$ cat config.mk
export PLATFORM = sky130hd
export DESIGN_NAME = sram_arbiter
export DESIGN_NICKNAME = d
export VERILOG_FILES = /design/src/rtl/sram_arbiter.sv
export SDC_FILE = /design/constraint.sdc
export NUM_CORES = 1
export LEC_CHECK = 0
export CORE_MARGIN = 2
export CORE_UTILIZATION = 35
export DETAILED_ROUTE_END_ITERATION = 12
export PLACE_DENSITY = 0.65
export SKIP_CTS_REPAIR_TIMING = 1
export SLEW_MARGIN = 20
export SYNTH_ARGS = -nofsm -noshare
export SYNTH_HDL_FRONTEND = slang
export SYNTH_SLANG_ARGS = --single-unit
$ cat constraint.sdc
create_clock -name i_clk25 -period 4.3 [get_ports i_clk25]
set_input_delay 1.075 -clock i_clk25 [delete_from_list [all_inputs] [get_ports i_clk25]]
set_output_delay 1.075 -clock i_clk25 [all_outputs]
set_load 0.005 [all_outputs]
$ cat src/rtl/sram_arbiter.sv
// rtl/sram_arbiter.sv - registered access sequencer sharing one async SRAM between video, CPU and host
//
// Purpose:
//   One registered sequencer owns the 256Kx16 asynchronous SRAM. Three requesters
//   (video fetch, CPU bus, JTAG host loader) compete for it. Fixed priority
//   vid > cpu > host, with the host promoted above the CPU once it has waited STARVE
//   cycles. Each grant runs ACC_CYC cycles, then pulses the requester's ack and,
//   for reads, captures the SRAM word.
//
// Ports:
//   i_clk25, i_reset_in         clock, asynchronous active-high reset
//   i_vid_*  / o_vid_*          video fetch request, 13-bit window address, ack, data
//   i_cpu_*  / o_cpu_*          CPU request, we, byte, byte address, wdata, ack, rdata
//   i_host_* / o_host_*         host request, we, 18-bit word address, wdata, ack, rdata
//   o_ram_*, i_ram_dq_i         SRAM address, data out/in, dq drive enable, OE/WE/LB/UB (active low)
module sram_arbiter #(
    parameter int         ACC_CYC  = 2,
    parameter logic [4:0] VID_BASE = 5'b00001,
    parameter logic [7:0] STARVE   = 8'd32
) (
    input  logic        i_clk25,
    input  logic        i_reset_in,
    input  logic        i_vid_req,
    input  logic [12:0] i_vid_addr,
    output logic        o_vid_ack,
    output logic [15:0] o_vid_data,
    input  logic        i_cpu_req,
    input  logic        i_cpu_we,
    input  logic        i_cpu_byte,
    input  logic [15:0] i_cpu_adr,
    input  logic [15:0] i_cpu_wdata,
    output logic        o_cpu_ack,
    output logic [15:0] o_cpu_rdata,
    input  logic        i_host_req,
    input  logic        i_host_we,
    input  logic [17:0] i_host_addr,
    input  logic [15:0] i_host_wdata,
    output logic        o_host_ack,
    output logic [15:0] o_host_rdata,
    output logic [17:0] o_ram_addr,
    output logic [15:0] o_ram_dq_o,
    output logic        o_ram_dq_oe,
    input  logic [15:0] i_ram_dq_i,
    output logic        o_ram_oe_n,
    output logic        o_ram_we_n,
    output logic        o_ram_lb_n,
    output logic        o_ram_ub_n
);

    localparam int CNT_W = $clog2(ACC_CYC);

    typedef enum logic {S_IDLE, S_ACCESS} state_t;
    typedef enum logic [1:0] {OWN_VID, OWN_CPU, OWN_HOST} owner_t;

    state_t             r_state, w_state_nxt;
    owner_t             r_owner, w_owner_nxt;
    logic [CNT_W-1:0]   r_cyc, w_cyc_nxt;
    logic               r_we, w_we_nxt;
    logic [7:0]         r_starve, w_starve_nxt;
    logic [17:0]        r_ram_addr, w_ram_addr_nxt;
    logic [15:0]        r_ram_dq_o, w_ram_dq_o_nxt;
    logic               r_ram_dq_oe, w_ram_dq_oe_nxt;
    logic               r_ram_oe_n, w_ram_oe_n_nxt;
    logic               r_ram_we_n, w_ram_we_n_nxt;
    logic               r_ram_lb_n, w_ram_lb_n_nxt;
    logic               r_ram_ub_n, w_ram_ub_n_nxt;
    logic               r_vid_ack, w_vid_ack_nxt;
    logic               r_cpu_ack, w_cpu_ack_nxt;
    logic               r_host_ack, w_host_ack_nxt;
    logic [15:0]        r_vid_data, w_vid_data_nxt;
    logic [15:0]        r_cpu_rdata, w_cpu_rdata_nxt;
    logic [15:0]        r_host_rdata, w_host_rdata_nxt;

    logic               w_last, w_arb, w_promote;
    logic               w_vid_el, w_cpu_el, w_host_el;
    logic               w_gnt_vid, w_gnt_cpu, w_gnt_host, w_gnt;
    owner_t             w_sel_owner;
    logic [17:0]        w_sel_addr;
    logic               w_sel_we;
    logic [15:0]        w_sel_wdata;
    logic               w_sel_lb_n, w_sel_ub_n;

    // Arbitration happens in IDLE and on the final ACCESS cycle. On the final cycle
    // the current owner still holds its request (it only sees ack after this edge),
    // so it is masked to avoid serving it twice. An unpromoted host is also held off
    // on the final cycle: the bus idles one cycle so a CPU that re-requests after its
    // ack still outranks it; a promoted host takes the slot directly.
    assign w_last    = (r_state == S_ACCESS) && (r_cyc == CNT_W'(ACC_CYC - 1));
    assign w_arb     = (r_state == S_IDLE) || w_last;
    assign w_promote = (r_starve == STARVE);

    assign w_vid_el  = i_vid_req  && !(w_last && (r_owner == OWN_VID));
    assign w_cpu_el  = i_cpu_req  && !(w_last && (r_owner == OWN_CPU));
    assign w_host_el = i_host_req && !(w_last && (r_owner == OWN_HOST)) && (!w_last || w_promote);

    assign w_gnt_vid  = w_arb && w_vid_el;
    assign w_gnt_host = w_arb && !w_vid_el && w_host_el && (w_promote || !w_cpu_el);
    assign w_gnt_cpu  = w_arb && !w_vid_el && w_cpu_el && !(w_host_el && w_promote);
    assign w_gnt      = w_gnt_vid || w_gnt_cpu || w_gnt_host;

    // Request fields captured at the grant edge
    always_comb begin
        w_sel_owner = OWN_VID;
        w_sel_addr  = {VID_BASE, i_vid_addr};
        w_sel_we    = 1'b0;
        w_sel_wdata = 16'h0000;
        w_sel_lb_n  = 1'b0;
        w_sel_ub_n  = 1'b0;
        if (w_gnt_cpu) begin
            w_sel_owner = OWN_CPU;
            w_sel_addr  = {3'b000, i_cpu_adr[15:1]};
            w_sel_we    = i_cpu_we;
            w_sel_wdata = i_cpu_byte ? {i_cpu_wdata[7:0], i_cpu_wdata[7:0]} : i_cpu_wdata;
            w_sel_lb_n  = i_cpu_byte &  i_cpu_adr[0];
            w_sel_ub_n  = i_cpu_byte & ~i_cpu_adr[0];
        end else if (w_gnt_host) begin
            w_sel_owner = OWN_HOST;
            w_sel_addr  = i_host_addr;
            w_sel_we    = i_host_we;
            w_sel_wdata = i_host_wdata;
        end
    end

    always_comb begin
        if (!i_host_req || w_gnt_host) begin
            w_starve_nxt = 8'd0;
        end else if (r_starve != STARVE) begin
            w_starve_nxt = r_starve + 8'd1;
        end else begin
            w_starve_nxt = r_starve;
        end
    end

    always_comb begin
        w_state_nxt      = r_state;
        w_owner_nxt      = r_owner;
        w_cyc_nxt        = r_cyc;
        w_we_nxt         = r_we;
        w_ram_addr_nxt   = r_ram_addr;
        w_ram_dq_o_nxt   = r_ram_dq_o;
        w_ram_dq_oe_nxt  = r_ram_dq_oe;
        w_ram_oe_n_nxt   = r_ram_oe_n;
        w_ram_we_n_nxt   = r_ram_we_n;
        w_ram_lb_n_nxt   = r_ram_lb_n;
        w_ram_ub_n_nxt   = r_ram_ub_n;
        w_vid_ack_nxt    = 1'b0;
        w_cpu_ack_nxt    = 1'b0;
        w_host_ack_nxt   = 1'b0;
        w_vid_data_nxt   = r_vid_data;
        w_cpu_rdata_nxt  = r_cpu_rdata;
        w_host_rdata_nxt = r_host_rdata;

        if ((r_state == S_ACCESS) && !w_last) begin
            w_cyc_nxt      = r_cyc + CNT_W'(1);
            // first cycle is address setup; the write strobe covers the rest
            w_ram_we_n_nxt = !r_we;
        end

        if (w_last) begin
            case (r_owner)
                OWN_VID: begin
                    w_vid_ack_nxt  = 1'b1;
                    w_vid_data_nxt = i_ram_dq_i;
                end
                OWN_CPU: begin
                    w_cpu_ack_nxt = 1'b1;
                    if (!r_we) w_cpu_rdata_nxt = i_ram_dq_i;
                end
                default: begin
                    w_host_ack_nxt = 1'b1;
                    if (!r_we) w_host_rdata_nxt = i_ram_dq_i;
                end
            endcase
            w_state_nxt     = S_IDLE;
            w_ram_oe_n_nxt  = 1'b1;
            w_ram_we_n_nxt  = 1'b1;
            w_ram_dq_oe_nxt = 1'b0;
            w_ram_lb_n_nxt  = 1'b1;
            w_ram_ub_n_nxt  = 1'b1;
        end

        if (w_gnt) begin
            w_state_nxt     = S_ACCESS;
            w_owner_nxt     = w_sel_owner;
            w_cyc_nxt       = '0;
            w_we_nxt        = w_sel_we;
            w_ram_addr_nxt  = w_sel_addr;
            w_ram_dq_o_nxt  = w_sel_wdata;
            w_ram_dq_oe_nxt = w_sel_we;
            w_ram_oe_n_nxt  = w_sel_we;
            w_ram_we_n_nxt  = 1'b1;
            w_ram_lb_n_nxt  = w_sel_lb_n;
            w_ram_ub_n_nxt  = w_sel_ub_n;
        end
    end

    always_ff @(posedge i_clk25 or posedge i_reset_in) begin
        if (i_reset_in) begin
            r_state      <= S_IDLE;
            r_owner      <= OWN_VID;
            r_cyc        <= '0;
            r_we         <= 1'b0;
            r_starve     <= 8'd0;
            r_ram_addr   <= 18'd0;
            r_ram_dq_o   <= 16'd0;
            r_ram_dq_oe  <= 1'b0;
            r_ram_oe_n   <= 1'b1;
            r_ram_we_n   <= 1'b1;
            r_ram_lb_n   <= 1'b1;
            r_ram_ub_n   <= 1'b1;
            r_vid_ack    <= 1'b0;
            r_cpu_ack    <= 1'b0;
            r_host_ack   <= 1'b0;
            r_vid_data   <= 16'd0;
            r_cpu_rdata  <= 16'd0;
            r_host_rdata <= 16'd0;
        end else begin
            r_state      <= w_state_nxt;
            r_owner      <= w_owner_nxt;
            r_cyc        <= w_cyc_nxt;
            r_we         <= w_we_nxt;
            r_starve     <= w_starve_nxt;
            r_ram_addr   <= w_ram_addr_nxt;
            r_ram_dq_o   <= w_ram_dq_o_nxt;
            r_ram_dq_oe  <= w_ram_dq_oe_nxt;
            r_ram_oe_n   <= w_ram_oe_n_nxt;
            r_ram_we_n   <= w_ram_we_n_nxt;
            r_ram_lb_n   <= w_ram_lb_n_nxt;
            r_ram_ub_n   <= w_ram_ub_n_nxt;
            r_vid_ack    <= w_vid_ack_nxt;
            r_cpu_ack    <= w_cpu_ack_nxt;
            r_host_ack   <= w_host_ack_nxt;
            r_vid_data   <= w_vid_data_nxt;
            r_cpu_rdata  <= w_cpu_rdata_nxt;
            r_host_rdata <= w_host_rdata_nxt;
        end
    end

    assign o_vid_ack    = r_vid_ack;
    assign o_vid_data   = r_vid_data;
    assign o_cpu_ack    = r_cpu_ack;
    assign o_cpu_rdata  = r_cpu_rdata;
    assign o_host_ack   = r_host_ack;
    assign o_host_rdata = r_host_rdata;
    assign o_ram_addr   = r_ram_addr;
    assign o_ram_dq_o   = r_ram_dq_o;
    assign o_ram_dq_oe  = r_ram_dq_oe;
    assign o_ram_oe_n   = r_ram_oe_n;
    assign o_ram_we_n   = r_ram_we_n;
    assign o_ram_lb_n   = r_ram_lb_n;
    assign o_ram_ub_n   = r_ram_ub_n;

endmodule

## Word-level counts from Yosys, hierarchy flattened

Cells that the tools add are included.

- Register bits after elaboration: 103
- Bits of input ports: 103
- Output and inout bits: 90
- Word-level logic and storage cells: 101

- Add/sub/neg operators: 2
- Eq/ne operators: 4
- Multiplexer cells: 31
- Bitwise gates (word level): 6
- Reductions and logical operators: 40

Operators by type and width:

| operator | number |
|---|---|
| 2-to-1 mux 16 bit | 3 |
| 2-to-1 mux 18 bit | 2 |
| 2-to-1 mux 1 bit | 22 |
| logical AND 1 bit | 16 |
| 2-to-1 mux 8 bit | 2 |
| logical NOT 1 bit | 9 |
| adder 8 x 1 -> 8 bit, second input constant | 1 |
| equality test 8 x 6 -> 1 bit, second input constant | 1 |
| inequality test 8 x 6 -> 1 bit, second input constant | 1 |
| logical OR 1 bit | 6 |
| AND reduction 3 bit | 2 |
| nonzero test 2 bit | 3 |
| 2-to-1 mux 2 bit | 2 |
| NOT 1 bit | 4 |
| nonzero test 3 bit | 1 |
| AND 1 bit | 2 |
| equality test 2 x 1 -> 1 bit, second input constant | 1 |
| equality test 2 bit, second input constant | 1 |
| logical NOT 2 bit | 1 |
| AND reduction 2 bit | 1 |
| OR reduction 2 bit | 1 |
| adder 1 bit, second input constant | 1 |

## Depth between registers and ports, before layout

- Depth after elaboration: 11
- Depth in mapped cells: 9
- Depth with buffers taken out: 7

## Worst setup path before layout

No wires, ideal clock.

- Path kind: input to register
- Start point: in i_vid_req
- End point: reg r_ram_dq_o[15] (netlist: o_ram_dq_o[15])
- Setup time: 0.126 ns
- Arrival time: 1.996 ns
- Data required time: 4.174 ns
- Slack: 2.178 ns
- Stages on the path: 5
- Buffers on the path: 1
- Cell sequence: o21ai_1 o221a_2 buf_2 nor2_4 a221o_1

- Cells in the longest elaborated chain, start to end: 7
- Elaborated cells on any way between the ends: 12
- Those cells by class: mux: 2; reduce/logical: 10

Ends and longest elaborated chain:

| what | line | RTL |
|---|---|---|
| from (decl) | 23 | `input logic i_vid_req,` |
| logical AND 1 bit (*) | 92 | `assign w_vid_el = i_vid_req && !(w_last && (r_owner == OWN_VID));` |
| logical NOT 1 bit | 97, 98 |  |
| logical AND 1 bit | 97, 98 |  |
| logical AND 1 bit (on tied branches) (2 in series) | 97, 98 |  |
| 2-to-1 mux 16 bit / logical OR 1 bit (equally long branches) | 116, 99 |  |
| 2-to-1 mux 16 bit / logical OR 1 bit (equally long branches) | 109, 99 |  |
| to (signal assigned) | 224 | `r_ram_dq_o <= w_ram_dq_o_nxt;` |
| to (decl) | 61 | `logic [15:0] r_ram_dq_o, w_ram_dq_o_nxt;` |

Every way passes the cells marked *; elsewhere a longest branch is shown, timed or not.
A chain may end at the register's enable or synchronous reset.

## Worst setup path after layout

- Start point: reg r_state
- End point: reg r_ram_addr[11] (netlist: o_ram_addr[11])

- Cells in the longest elaborated chain, start to end: 10
- Elaborated cells on any way between the ends: 30
- Those cells by class: mux: 2; bitwise: 1; reduce/logical: 27

Ends and longest elaborated chain:

| what | line | RTL |
|---|---|---|
| from (decl) | 55 | `state_t r_state, w_state_nxt;` |
| from (signal assigned) | 218 | `r_state <= w_state_nxt;` |
| logical AND 1 bit | 88 | `assign w_last = (r_state == S_ACCESS) && (r_cyc == CNT_W'(ACC_CYC - 1));` |
| logical AND 1 bit (on tied branches) | 92, 94 |  |
| logical NOT 1 bit (on tied branches) | 92, 94 |  |
| logical AND 1 bit (on tied branches) | 92, 94 |  |
| logical NOT 1 bit / logical AND 1 bit (equally long branches) | 97, 98, 94 |  |
| logical AND 1 bit (on tied branches) | 97, 98 |  |
| logical AND 1 bit, or another cell as far along | 97 | `assign w_gnt_host = w_arb && !w_vid_el && w_host_el && (w_promote \|\| !w_cpu_el);` |
| logical AND 1 bit (on tied branches) | 97, 98 |  |
| 2-to-1 mux 18 bit / logical OR 1 bit (equally long branches) | 116, 99 |  |
| 2-to-1 mux 18 bit / logical OR 1 bit (equally long branches) | 109, 99 |  |
| to (signal assigned) | 223 | `r_ram_addr <= w_ram_addr_nxt;` |
| to (decl) | 60 | `logic [17:0] r_ram_addr, w_ram_addr_nxt;` |

Several ways; a longest one is shown, not always the timed one.

==> key figures <==
Final layout
  – Fillers: 1157
  – Share of layout cells above drive strength 1: 0.1426
  – Most common cell after layout, fill and taps aside: clkdlybuf4s50_1
  – Register Area: 2582 um2
  – Most frequent cells in the layout: clkdlybuf4s50_1, dfrtp_1, nand2_1
  – Non-Filler Instances: 780
  – Area Growth Syn to Fin: 50.51%
  – Nets: 703
  – Util after Layout: 0.5358
  – Multi-input logic area: 1948 um2

Yosys
  – Post-synthesis compound-gate area fraction: 0.1675
  – Post-synth EDFFs: 0
  – Cells after Synth: 415
  – Xor and xnor area share after synthesis: 0.01124
  – Async SR Flop Fraction: 1.000
  – Yosys warnings: 0
  – Syn nets: 520
  – Primary FF master, synth: dfrtp_1
  – Sequential area share after synthesis: 0.5522
  – Mux cell area share after synthesis: 0.09604
  – Synth Cell Area: 4677 um2
  – Post-synthesis simple-gate area fraction: 0.1340
  – Synthesized area per cell: 11.27 um2
  – Synth unique cells: 46
  – Yosys reg bits: 103
  – Main combinational cell family by area after synthesis: compound AO/OA/AOI/OAI gates
  – Adder-cell share of the synthesized area: 0.005350

Critical path
  – Critical path's slowest cell: nand4bb_1
  – CP top delay family: simple AND/OR/NAND/NOR gates
  – WP data arrival: 3.30 ns
  – CP Cell Sequence: nand4bb_1 > inv_4 > o2111a_1 > nand2_2 > a221oi_1 > o21ai_1
  – Worst Path Max Fanout: 19
  – Crit path required time: 4.52 ns
  – Startpoint Class: flip-flop
  – Buffers & Inverters on Critical Path: 1
  – CP max stage delay: 0.85 ns
  – Worst setup path class: reg2reg
  – Setup crit end kind: flip-flop

Global route
  – Tot GR Track Use: 0.1896
  – Vias in the first global route: 4138
  – Antenna violations before repair: 1
  – Largest net degree at the start of global routing: 55
  – Congestion Overflow GR: 0
  – First-pass GRT wire length: 21510 um

Route
  – Initial DRT Pass Iterations: 4
  – Starting DRT DRC Count: 279
  – Wire per inst: 16.56 um
  – ANT nets after route: 0
  – DRC viols: 0
  – Drt via density: 4.982
  – Routed WL: 12920 um
  – Vias: 3886

Floorplan
  – Cell Rows: 42
  – CORE AREA: 13140 um2
  – Die Span X: 119.6 um
  – Die height: 119.6 um
  – Starting Density: 0.3560
  – Die ar.: 14300 um2
  – I/O Pins: 193

Timing
  – Post-Route Skew: 0.006502 ns
  – Setup TNS: 0 ns
  – RSZ-0062 raised after global routing: no
  – Hold Vio Cnt, Final: 0
  – Final-report max-slew violation count: 0
  – Normalized max-slew margin: 0.3265
  – Actual slew at the worst max-slew pin: 1.004 ns
  – Period utilization: 0.7150
  – Setup Viol. Count Final: 0
  – Final min period: 3.074 ns
  – Maximum operating frequency: 325.3 MHz

Clock network
  – H-tree depth: 3
  – Clk sinks: 103
  – CTS max path bufs: 2
  – Total CTS buffers: 9
  – Root buf cell: clkbuf_16
  – Worst skew pair latency: 0.34 ns
  – Clock Pin Slew Worst Setup and Hold Paths: 0.08 ns
  – TritonCTS clock tree: done

Placed design
  – PortBufs: 192
  – Placed Instances: 763
  – Dpl hpwl: 9236 um
  – RD Place Congestion: 0.7950

Min path
  – Worst min path class: reg2reg

Power
  – PwrDens: 675.3 nW/um2
  – Tot Pwr: 0.004754 W
  – Leak: 2.936 nW
  – Maximum VDD drop: 0.3054 mV

Outcome
  – Status: finished, final reports clean

Run
  – Max_cap viols: 0
==> report_power, final <==
group,leakage (nW),switching (W),internal (W)
sequential,1.25,0.000272,0.00143
combinational,1.55,0.000931,0.00131
clock,0.140,0.000398,0.000412
total,2.94,0.00160,0.00315
==> metrics by stage <==
| stage | setup WS, ns | hold slack [ns] | cell area, um2 |
|---|---|---|---|
| floorplan | 0.5278 | 0.4675 | 4677 |
| global placement | 1.181 | 0.4581 | 6743 |
| detailed placement | 1.136 | 0.4733 | 6743 |
| CTS | 1.247 | 0.4912 | 7037 |
| global route | 0.8872 | 0.5123 | 7037 |
| finish | 1.226 | 0.4874 | 7039 |
==> final cells by class <==
cell class                      instances  area share
Clock buffer                            9     0.03199
Multi-Input combinational cell        282      0.2768
Clock inverter                          7    0.009776
Inverter                                6    0.003910
Antenna cell                            1   0.0003555
Sequential cell                       103      0.3669
Timing Repair Buffer                  196      0.2791
Tap cell                              176     0.03128
==> metal layers <==
metal | wire (um) | vias up | global-route usage
met1 | 5740 | 1891 | 0.2462
met5 | 0 | - | 0
met4 | 292 | 0 | 0.06471
met2 | 6193 | 134 | 0.3104
met3 | 693 | 22 | 0.04658
li1 | - | 1839 | -
==> path summary, 6_finish.rpt <==
| check | start | to | slack, ns | cells after the start |
|---|---|---|---|---|
| setup / recovery | r_state | o_ram_addr[11] | 1.23 | 6 |
| min in group asynchronous | i_reset_in | o_cpu_rdata[10] | 1.16 | 2 |
| setup reg to reg | r_state | o_ram_addr[11] | 1.23 | 6 |
| max in group asynchronous | i_reset_in | o_ram_ub_n | 2.37 | 3 |
| hold / removal | o_vid_data[3] | o_vid_data[3] | 0.49 | 2 |
| hold reg to reg | o_vid_data[3] | o_vid_data[3] | 0.49 | 2 |
==> worst min-delay path, delay by kind of cell (launching register included) <==
kind	cells	cell delay, ns
DFF	1	0.35
and+or+nand+nor	2	0.11
==> kinds of logic after synthesis <==
group                      after synthesis
xor gates and xnor gates                 6
muxes                                   40
buffers and inverters                   30
adders and majority gates                2
and+or+nand+nor                        135
DFF                                    103
AOI/OAI and AO/OA                       99
==> cell usage after synthesis (2+ instances only) <==
master      n  area share
mux2_2     39       0.094
o221a_1     8       0.019
a221oi_1    5      0.0094
a2bb2oi_2   2      0.0064
dfrtp_1    99        0.53
nor2_1     15       0.012
ha_1        2      0.0053
o21ai_1    20       0.021
clkbuf_1    6      0.0048
nand2_2     2      0.0027
dfstp_2     4       0.022
nand2_1    80       0.064
a22o_1      3      0.0056
inv_1       5      0.0040
a2bb2oi_1   7       0.013
a221oi_2    8       0.026
and3_1      3      0.0040
and2_1     15       0.020
buf_6       3      0.0072
buf_2      13       0.014
nand2b_1    3      0.0040
a21o_1     10       0.016
o221a_2     2      0.0048
xor2_1      5      0.0094
nand3_1     7      0.0075
o21ai_0    24       0.026
nand3b_1    4      0.0064
a21oi_1     3      0.0032
==> registers in the layout (all words and copies together), names as in the netlist, 2 cells and up <==
name	flops
r_starve	8
o_vid_data	16
o_ram_addr	18
o_host_rdata	16
r_owner	2
o_cpu_rdata	16
o_ram_dq_o	16
Note: power is estimated with default switching activity, not from simulation.
